===== src/rtl/polybius_pkg.sv =====
// Shared constants and FSM state type for the Polybius encryptor/decryptor pair.
package polybius_pkg;

    localparam logic [7:0] GRID_BASE_CHAR = 8'h2A;
    localparam logic [7:0] DIGIT_BASE     = 8'h30;

    typedef enum logic {
        S_ROW = 1'b0,
        S_COL = 1'b1
    } poly_state_t;

endpackage


===== src/rtl/polybius_digit_check.sv =====
// Combinational classifier: maps an ASCII digit to {valid, zero-based index}.
module polybius_digit_check
    import polybius_pkg::*;
#(
    parameter int GRID = 7
) (
    input  logic [7:0] in_digit,
    output logic       valid,
    output logic [7:0] index
);

    localparam logic [7:0] LOW_DIGIT  = DIGIT_BASE + 8'd1;
    localparam logic [7:0] HIGH_DIGIT = DIGIT_BASE + 8'(GRID);

    always_comb begin
        valid = (in_digit >= LOW_DIGIT) && (in_digit <= HIGH_DIGIT);
        index = in_digit - LOW_DIGIT;
    end

endmodule


===== src/rtl/polybius_modified_decrypt.sv =====
// Polybius-square decryptor: consumes row/column ASCII digit pairs and emits one
// decoded character per pair through a single-entry ready/valid output register.
module polybius_modified_decrypt
    import polybius_pkg::*;
#(
    parameter int GRID = 7
) (
    input  logic       clk,
    input  logic       rst,
    input  logic       in_valid,
    input  logic [7:0] in_digit,
    output logic       in_ready,
    output logic       out_valid,
    output logic [7:0] out_char,
    input  logic       out_ready,
    output logic       err,
    output logic [7:0] err_count
);

    localparam logic [7:0] GRID_W = 8'(GRID);

    poly_state_t state_q, state_d;
    logic [7:0]  row_q, row_d;
    logic        out_valid_q, out_valid_d;
    logic [7:0]  out_char_q, out_char_d;
    logic        err_q, err_d;
    logic [7:0]  err_count_q, err_count_d;

    logic        digit_valid;
    logic [7:0]  digit_idx;
    logic        in_xfer;

    polybius_digit_check #(
        .GRID(GRID)
    ) u_digit_check (
        .in_digit(in_digit),
        .valid   (digit_valid),
        .index   (digit_idx)
    );

    assign in_ready = !out_valid_q || out_ready;
    assign in_xfer  = in_valid && in_ready;

    always_comb begin
        state_d     = state_q;
        row_d       = row_q;
        out_valid_d = out_valid_q && !out_ready;
        out_char_d  = out_char_q;
        err_d       = 1'b0;
        err_count_d = err_count_q;

        if (in_xfer) begin
            if (!digit_valid) begin
                // A bad digit breaks the pair, so any held row is dropped.
                err_d   = 1'b1;
                state_d = S_ROW;
                row_d   = 8'h00;
                if (err_count_q != 8'hFF) begin
                    err_count_d = err_count_q + 8'd1;
                end
            end else if (state_q == S_ROW) begin
                row_d   = digit_idx;
                state_d = S_COL;
            end else begin
                out_char_d  = GRID_BASE_CHAR + row_q * GRID_W + digit_idx;
                out_valid_d = 1'b1;
                state_d     = S_ROW;
            end
        end
    end

    always_ff @(posedge clk) begin
        if (rst) begin
            state_q     <= S_ROW;
            row_q       <= 8'h00;
            out_valid_q <= 1'b0;
            out_char_q  <= 8'h00;
            err_q       <= 1'b0;
            err_count_q <= 8'h00;
        end else begin
            state_q     <= state_d;
            row_q       <= row_d;
            out_valid_q <= out_valid_d;
            out_char_q  <= out_char_d;
            err_q       <= err_d;
            err_count_q <= err_count_d;
        end
    end

    assign out_valid = out_valid_q;
    assign out_char  = out_char_q;
    assign err       = err_q;
    assign err_count = err_count_q;

endmodule

===== config.mk =====
export PLATFORM = sky130hd
export DESIGN_NAME = polybius_modified_decrypt
export DESIGN_NICKNAME = d
export VERILOG_FILES = /design/src/rtl/polybius_pkg.sv /design/src/rtl/polybius_digit_check.sv /design/src/rtl/polybius_modified_decrypt.sv
export SDC_FILE = /design/constraint.sdc
export NUM_CORES = 1
export LEC_CHECK = 0
export CAP_MARGIN = 30
export CELL_PAD_IN_SITES_DETAIL_PLACEMENT = 1
export CELL_PAD_IN_SITES_GLOBAL_PLACEMENT = 1
export CORE_ASPECT_RATIO = 2
export CORE_UTILIZATION = 40
export DETAILED_ROUTE_END_ITERATION = 7
export MAX_ROUTING_LAYER = met4
export PLACE_DENSITY = 0.8
export SYNTH_ARGS = -nofsm -noshare
export SYNTH_HDL_FRONTEND = slang
export SYNTH_SLANG_ARGS = --single-unit

===== constraint.sdc =====
create_clock -name clk -period 4.1 [get_ports clk]
set_clock_uncertainty 0.05 [all_clocks]
set_input_delay 0.615 -clock clk [delete_from_list [all_inputs] [get_ports clk]]
set_output_delay 0.615 -clock clk [all_outputs]
set_load 0.02 [all_outputs]

Word-level counts from Yosys, hierarchy flattened
Index checks and enable logic that the tools add are counted.

Add/sub/neg operators: 4. Multiply operators: 1. $lt $le $gt $ge: 2. Equality and inequality tests: 2. Muxes and demuxes: 8. Bitwise gates (word level): 2. Reduce and logical (&&, ||, !) cells: 10.

Operators with widths (count): 8-bit two-way mux (2); 6-bit by 8-bit adder with 8-bit output, first input constant (1); 8-bit by 1-bit adder with 8-bit output, second input constant (1); 8-bit adder (1); 8-bit by 6-bit greater-or-equal comparator with 1-bit output, second input constant (1); 8-bit by 6-bit less-or-equal comparator with 1-bit output, second input constant (1); 8-bit by 3-bit multiplier with 8-bit output, second input constant (1); 8-bit != test, second input constant (1); 8-bit by 6-bit subtractor with 8-bit output, second input constant (1); 1-bit two-way mux (6); 3-bit AND reduction (2); 1-bit logical AND (3); 1-bit logical NOT (2); 2-bit != test, second input constant (1); 1-bit inverter (2); 2-bit AND reduction (1); 2-bit OR reduction (1); 1-bit logical OR (1).

Flip-flop bits (word level): 27. Logic and storage cells: 35.

Longest topological paths before layout
Gate-level depths: netlist of the first run.

Depth after elaboration: 5. Mapped depth: 14. Depth with buffers taken out: 14.

Hierarchy
From an unflattened synthesis of the first run, not the netlist that was laid out.

Cells, all modules: 196. Area total of the unflattened synthesis: 1804.2 µm².

Modules (own cells, without submodules): polybius_modified_decrypt (times used 1, cells an instance 175, area each 1660.3 µm², sequential area each 540.5 µm²); polybius_digit_check (times used 1, cells an instance 21, area each 143.9 µm², sequential area each 0.0 µm²).

Least setup slack after synthesis of the first run
No wires, ideal clock.

Kind: input to register. Start point: input port in_digit[0]. End point: register out_char_q[7], in the netlist out_char[7]. Library setup time: 0.086 ns. Arrival time: 3.318 ns. Required time: 3.964 ns. Slack: 0.647 ns. Stages: 13. Buffers on the path: 0. Path through: inv_1 ha_1 or3b_2 xor2_1 inv_1 fa_1 inv_1 ha_1 ha_1 a21oi_1 o21ai_0 xnor2_1 a211oi_1.

Longest elaborated chain between the ends: 3. Elaborated cells between the ends (all ways): 6.

RTL lines: from (decl) (line polybius_modified_decrypt.sv:11) `input logic [7:0] in_digit,`; parallel branches: the longest is 3 deep, another holds 8-bit by 6-bit subtractor with 8-bit output; to (signal assigned) (line polybius_modified_decrypt.sv:84) `out_char_q <= out_char_d;`; to (decl) (line polybius_modified_decrypt.sv:25) `logic [7:0] out_char_q, out_char_d;`.

Parallel ways; which one is timed is not known. A chain may end at the register's enable or synchronous reset.

Final worst setup path of the first run
Same ends and word-level chain as after synthesis.

==> out/qor.yml, run 1 <==
run_status:
  outcome: "finished clean"
clocking:
  clock_path_buffers: 2
  htree_num_levels: 1
  cts_buffers: 3
  post_cts_resize_count: 0
  cts-root-buf: "clkbuf_8"
  cts_tree: "done"
  clock_latency_ps: 280
  hold_buffers: 0
  cts_setup_buffers: 0
  numClockSinks: 27
  clkTransAtPathRegs_ps: 100
floorplan:
  die_w_um: 49.8
  core-area_um2: 4380
  start_util_pct: 41.7
  boundaryPins: 31
  die_height_um: 97.6
  core.rowCount: 34
  design.die.area_um2: 4860
layout:
  final_cell_mix: "clkdlybuf4s50_1 (30), dfxtp_1 (27), inv_1 (23), nand2_1 (23), nor2_1 (19)"
  final_nets: 283
  post-route-util_pct: 53.3
  antenna_cells: 0
  layout-drive-gt1-share_pct: 9.96
  final_cell_area_um2: 2340
  final_common_cell: "clkdlybuf4s50_1"
  area_growth_pct: 27.9
power_and_ir_drop:
  powerDensity_nw_per_um2: 239
  peakVddDrop_mv: 0.152
  p_leak_nw: 0.972
yosys:
  yosysWarnings: 0
  synth_area_leaders: "dfxtp_1 (30%), fa_1 (13%), ha_1 (12%)"
  synth-seq-area-share_pct: 29.6
  yosysTopAreaCellShare_pct: 29.6
  synth_largest_area_cell: "dfxtp_1"
  synth_flop_cell: "dfxtp_1"
  yosys_register_bits: 27
  syn_inst: 199
  synthesis.area_um2: 1830
  synthArstFlopShare_pct: 0
  synth_cell_types: 36
  synth_edf_count: 0
  avgSynthCellArea_um2: 9.18
  synth_nets: 240
critical_path:
  crit_required_ps: 4250
  critical_path.startpoint: "in_digit[0]"
  worstReg2RegEnd: "out_char[7]"
  cp-start-kind: "primary input"
  crit_end: "out_char[7]"
  r2r_setup_slack_ps: 810
  r2r_start: "row_q[0]"
  critPathKind: "primary input to flip-flop"
  r2r_cells: 12
  critPathCaptureType: "flip-flop"
  crit_path_max_fanout: 2
  cp_data_arrival_time_ps: 4080
route:
  first_iter_violations: 11
  postRouteWirelength_mm: 4.51
  via_per_inst: 5.23
  avgRoutedWirePerCell_um: 15.3
  first_pass_iters: 4
  ant_nets: 0
  vias: 1544
  drc: 0
placement:
  gp_congestion: 0.813
  dp_hpwl_mm: 3.75
  place_area_um2: 2290
  port-buffer-count: 30
  preCtsSetupSlack_ps: -99.8
global_route:
  first_global_vias: 1687
  gr-total-overflow: 0
  grt_use_total_pct: 21.5
  grt_max_degree: 21
  antenna_found_initial: 0
  grt_pass1_wl_mm: 7.76
sta:
  fin_crit_sh_pct: 95.9
  relSlewSlack_pct: 53.5
  setup_viol: 0
  tightest_slew_ps: 696
  min_period_ps: 3930
  hold_violations: 0
  max_freq_mhz: 254
  rsz0062_at_grt: "false"
  maxSlewViolCount: 0
  fin_ws_ps: 168
min_path:
  min-delay-start: "out_char[5]"
  hp-class: "flip-flop to flip-flop"
run:
  max-cap-violations: 0
layout make-up:
| type | count | area, um^2 |
|---|---|---|
| Tap cell | 54 | 67.6 |
| Sequential cell | 27 | 541 |
| Clock buffer | 4 | 45.0 |
| Multi-Input combinational cell | 144 | 1180 |
| Inverter | 23 | 86.3 |
| Timing Repair Buffer | 43 | 418 |
| Fill cell | 527 | 2040 |
state kept, by name, indices dropped and copies added (netlist names):
register	count
err	1
err_count	8
out_char	8
out_valid	1
row_q	8
state_q	1
cell families (layout without fill, tap and decap cells):
kind of cell | count (synthesis) | in the layout | share of synthesized area, %
flip-flops | 27 | 27 | 29.6
XOR/XNOR | 20 | 20 | 11.1
AND/OR/NAND/NOR | 64 | 64 | 17.6
buffers and inverters | 28 | 70 | 5.82
AO/OA/AOI/OAI | 31 | 31 | 11.1
adder cells (fa/ha/maj) | 29 | 29 | 24.8
power breakdown:
part           total [W]  switching, W  internal, W
logic           0.000132     0.0000635    0.0000690
registers       0.000269    0.00000334     0.000265
clock network   0.000159     0.0000888    0.0000698
total           0.000560      0.000156     0.000404
cells in the mapped netlist (3+ instances only):
cell type	instances
a211oi_1	4
a21o_1	3
a21oi_1	14
a22oi_1	5
clkbuf_1	3
dfxtp_1	27
fa_1	12
ha_1	17
inv_1	23
nand2_1	23
nand3_1	3
nor2_1	19
nor4_1	3
xnor2_1	12
xor2_1	6
per-layer routing:
layer | global-route usage, % | part of all wire [%] | wire (um) | vias to the layer above
li1 | - | - | - | 741
met1 | 21.2 | 36 | 1650 | 761
met2 | 40.1 | 58 | 2640 | 31
met3 | 1.88 | 1.8 | 80 | 11
met4 | 10.5 | 3.3 | 149 | 0
met5 | - | 0 | 0 | -
critical path: stages:
cell and delay [ps]:
clkdlybuf4s50_1 430, inv_1 100, ha_1 190, or3b_2 480, nand2_1 90, xor2_1 240, fa_1 480, ha_1 220
xor2_1 170, xnor3_1 440, xnor3_1 240, xnor2_1 160, a211oi_1 210
metrics by stage:
| stage | TNS (ps) | hold slack (ps) | power [W] | std cells |
|---|---|---|---|---|
| floorplan | 0 | 399 | 0.000347 | 199 |
| global placement | 0 | 390 | 0.000401 | 290 |
| detailed placement | -99.8 | 400 | 0.000409 | 291 |
| CTS | 0 | 414 | 0.000566 | 295 |
| global route | 0 | 445 | 0.000587 | 295 |
| finish | 0 | 410 | 0.000560 | 295 |
worst min path at each step:
stage,slack [ps],depth (start not counted),to
final,410,2,out_char[5]
after global routing,440,2,out_char[3]
after CTS,410,2,out_char[5]
after detailed placement,400,2,out_char[5]
after global placement,390,2,out_char[5]
after floorplan,400,2,row_q[7]
No activity file was read; power rests on OpenSTA's default activity.
==> run 2: changes to the inputs <==
- SYNTH_HIERARCHICAL: not set -> 1
==> run 2 against run 1 <==
Net effect: fmax increased by 4.4%; total power shrank 3.6%; sequential share of layout area increased by 1.0 points; critical path type unchanged; critical endpoint is now out_char[6]; highest routed layer unchanged; core utilization fell by 1.8 points.
==> out/qor.yml, run 2 <==
run_status:
  outcome: "finished clean"
clocking:
  numClockSinks: 27
  cts-root-buf: "clkbuf_8"
  clock_latency_ps: 280
  hold_buffers: 0
  clock_path_buffers: 2
  cts_buffers: 3
  cts_tree: "done"
  clkTransAtPathRegs_ps: 90
  cts_setup_buffers: 0
  htree_num_levels: 1
  post_cts_resize_count: 0
critical_path:
  critPathCaptureType: "flip-flop"
  cp-start-kind: "primary input"
  cp_data_arrival_time_ps: 3930
  crit_slowest_cell: "fa_1"
  path_cells: "clkdlybuf4s50_1 > inv_1 > ha_1 > xor2_1 > inv_1 > fa_1 > inv_1 > ha_1 > ha_1 > fa_1 > a21o_1 > a21oi_1 > xnor2_1 > nand2_1 > a21oi_1"
  critical-path-top-delay-family: "adder cells"
  cp.buffers_inverters: 4
  max_stage_delay_ps: 510
  crit_path_max_fanout: 3
  crit_required_ps: 4260
  critPathKind: "primary input to flip-flop"
power_and_ir_drop:
  p_leak_nw: 0.874
  peakVddDrop_mv: 0.171
  powerDensity_nw_per_um2: 241
yosys:
  synth-seq-area-share_pct: 30.0
  synth_flop_cell: "dfxtp_1"
  synth_edf_count: 0
  yosys-top-cells-count: "dfxtp_1 (27), inv_1 (24), nor2_1 (20)"
  synthArstFlopShare_pct: 0
  avgSynthCellArea_um2: 9.21
  yosysTopAreaCellShare_pct: 30.0
  synth_nets: 235
  yosysWarnings: 6
  syn_inst: 196
  synthesis.area_um2: 1800
  synth_cell_types: 37
  synth_area_leaders: "dfxtp_1 (30%), fa_1 (13%), ha_1 (10%)"
  synth_most_common_cell: "dfxtp_1"
  synth_largest_area_cell: "dfxtp_1"
  yosys_register_bits: 27
sta:
  fin_crit_sh_pct: 91.8
  setup_viol: 0
  hold_slack_ps: 410
  hold_violations: 0
  max_freq_mhz: 266
  min_period_ps: 3760
  tightest_slew_ps: 562
  finalSetupTns_ps: 0
  relSlewSlack_pct: 62.4
  maxSlewViolCount: 0
  rsz0062_at_grt: "false"
layout:
  final_nets: 270
  final_cell_mix: "clkdlybuf4s50_1 (30), dfxtp_1 (27), inv_1 (24)"
  layout-drive-gt1-share_pct: 7.39
  final_cell_area_um2: 2240
  post-route-util_pct: 51.6
  area_growth_pct: 24.0
  antenna_cells: 0
  final_common_cell: "clkdlybuf4s50_1"
min_path:
  hp-class: "flip-flop to flip-flop"
global_route:
  met1_usage_pct: 17.1
  grt_max_degree: 16
  gr-total-overflow: 0
  grt_pass1_wl_mm: 7.05
  first_global_vias: 1583
  grt.met3_usage_pct: 0.943
  grt_busiest_layer: "met2"
  antenna_found_initial: 0
  grtUsageMet2_pct: 41.0
  grt_use_total_pct: 19.7
floorplan:
  core-area_um2: 4340
  design.die.area_um2: 4800
  die_w_um: 49.5
  core.rowCount: 34
  start_util_pct: 41.6
  die_height_um: 97.0
  boundaryPins: 31
route:
  first_iter_violations: 17
  avgRoutedWirePerCell_um: 14.7
  drc: 0
  via_per_inst: 5.18
  vias: 1472
  first_pass_iters: 3
  ant_nets: 0
  postRouteWirelength_mm: 4.17
placement:
  dp_hpwl_mm: 3.49
  gp_congestion: 0.835
  port-buffer-count: 30
  place_area_um2: 2190
run:
  max-cap-violations: 0
run 2: cell count changes after synthesis, moves of 2 or more:
cell | previous run | this run
ha_1 | 17 | 15
xnor3_1 | 2 | 0
nor4_1 | 3 | 0
a211oi_1 | 4 | 2
or4_1 | 0 | 2
xnor2_1 | 12 | 15
a22oi_1 | 5 | 8
nand3_1 | 3 | 5
nand2_1 | 23 | 18
nor2_2 | 0 | 2
xor2_1 | 6 | 4
run 2: cells by family (layout without fill, tap and decap cells):
| family | Yosys count | in the layout | synth area share (%) |
|---|---|---|---|
| multiplexers | 1 | 1 | 0.555 |
| AO/OA/AOI/OAI | 35 | 35 | 13.0 |
| AND/OR/NAND/NOR | 59 | 59 | 17.3 |
| buffers and inverters | 28 | 62 | 6.24 |
| flip-flops | 27 | 27 | 30.0 |
| XOR/XNOR | 19 | 19 | 9.22 |
| adder cells (fa/ha/maj) | 27 | 27 | 23.7 |
run 2: metal layers:
layer | share of wire [%] | routed length [um]
met1 | 34 | 1440
met3 | 1.0 | 42
met5 | 0 | 0
met2 | 63 | 2610
met4 | 1.9 | 78
run 2: report_power, final:
part | internal, W | switching [W]
Clock | 0.0000698 | 0.0000841
Combinational | 0.0000556 | 0.0000612
Sequential | 0.000265 | 0.00000331
Total | 0.000391 | 0.000149
run 2: worst register-to-register path, stage by stage, from the launching register on:
cell	delay, ps
dfxtp_1	370
fa_1	550
inv_1	50
fa_1	480
inv_1	40
ha_1	260
ha_1	260
fa_1	420
a21o_1	190
a21oi_1	170
xnor2_1	140
nand2_1	70
a21oi_1	150
run 2: worst paths after layout:
kind	startpoint	endpoint	slack, ps	depth (start not counted)
max	in_digit[0]	out_char[6]	340	15
min	out_char[3]	out_char[3]	410	2
min reg2reg	out_char[3]	out_char[3]	410	2
max reg2reg	row_q[0]	out_char[6]	830	12
run 2: layout make-up:
type                       instances  area, um^2
clock buffer                       4        45.0
fill                             517        2100
inverter                          24        90.1
multi-input combinational        141        1160
sequential                        27         541
tap                               54        67.6
timing repair buffer              34         338
run 2: metrics by stage:
stage               setup slack, ps  total power (W)  std cells
floorplan                       793         0.000347        196
global placement               31.9         0.000387        279
detailed placement             27.3         0.000391        280
CTS                             299         0.000544        284
global route                   97.6         0.000563        284
finish                          335         0.000539        284
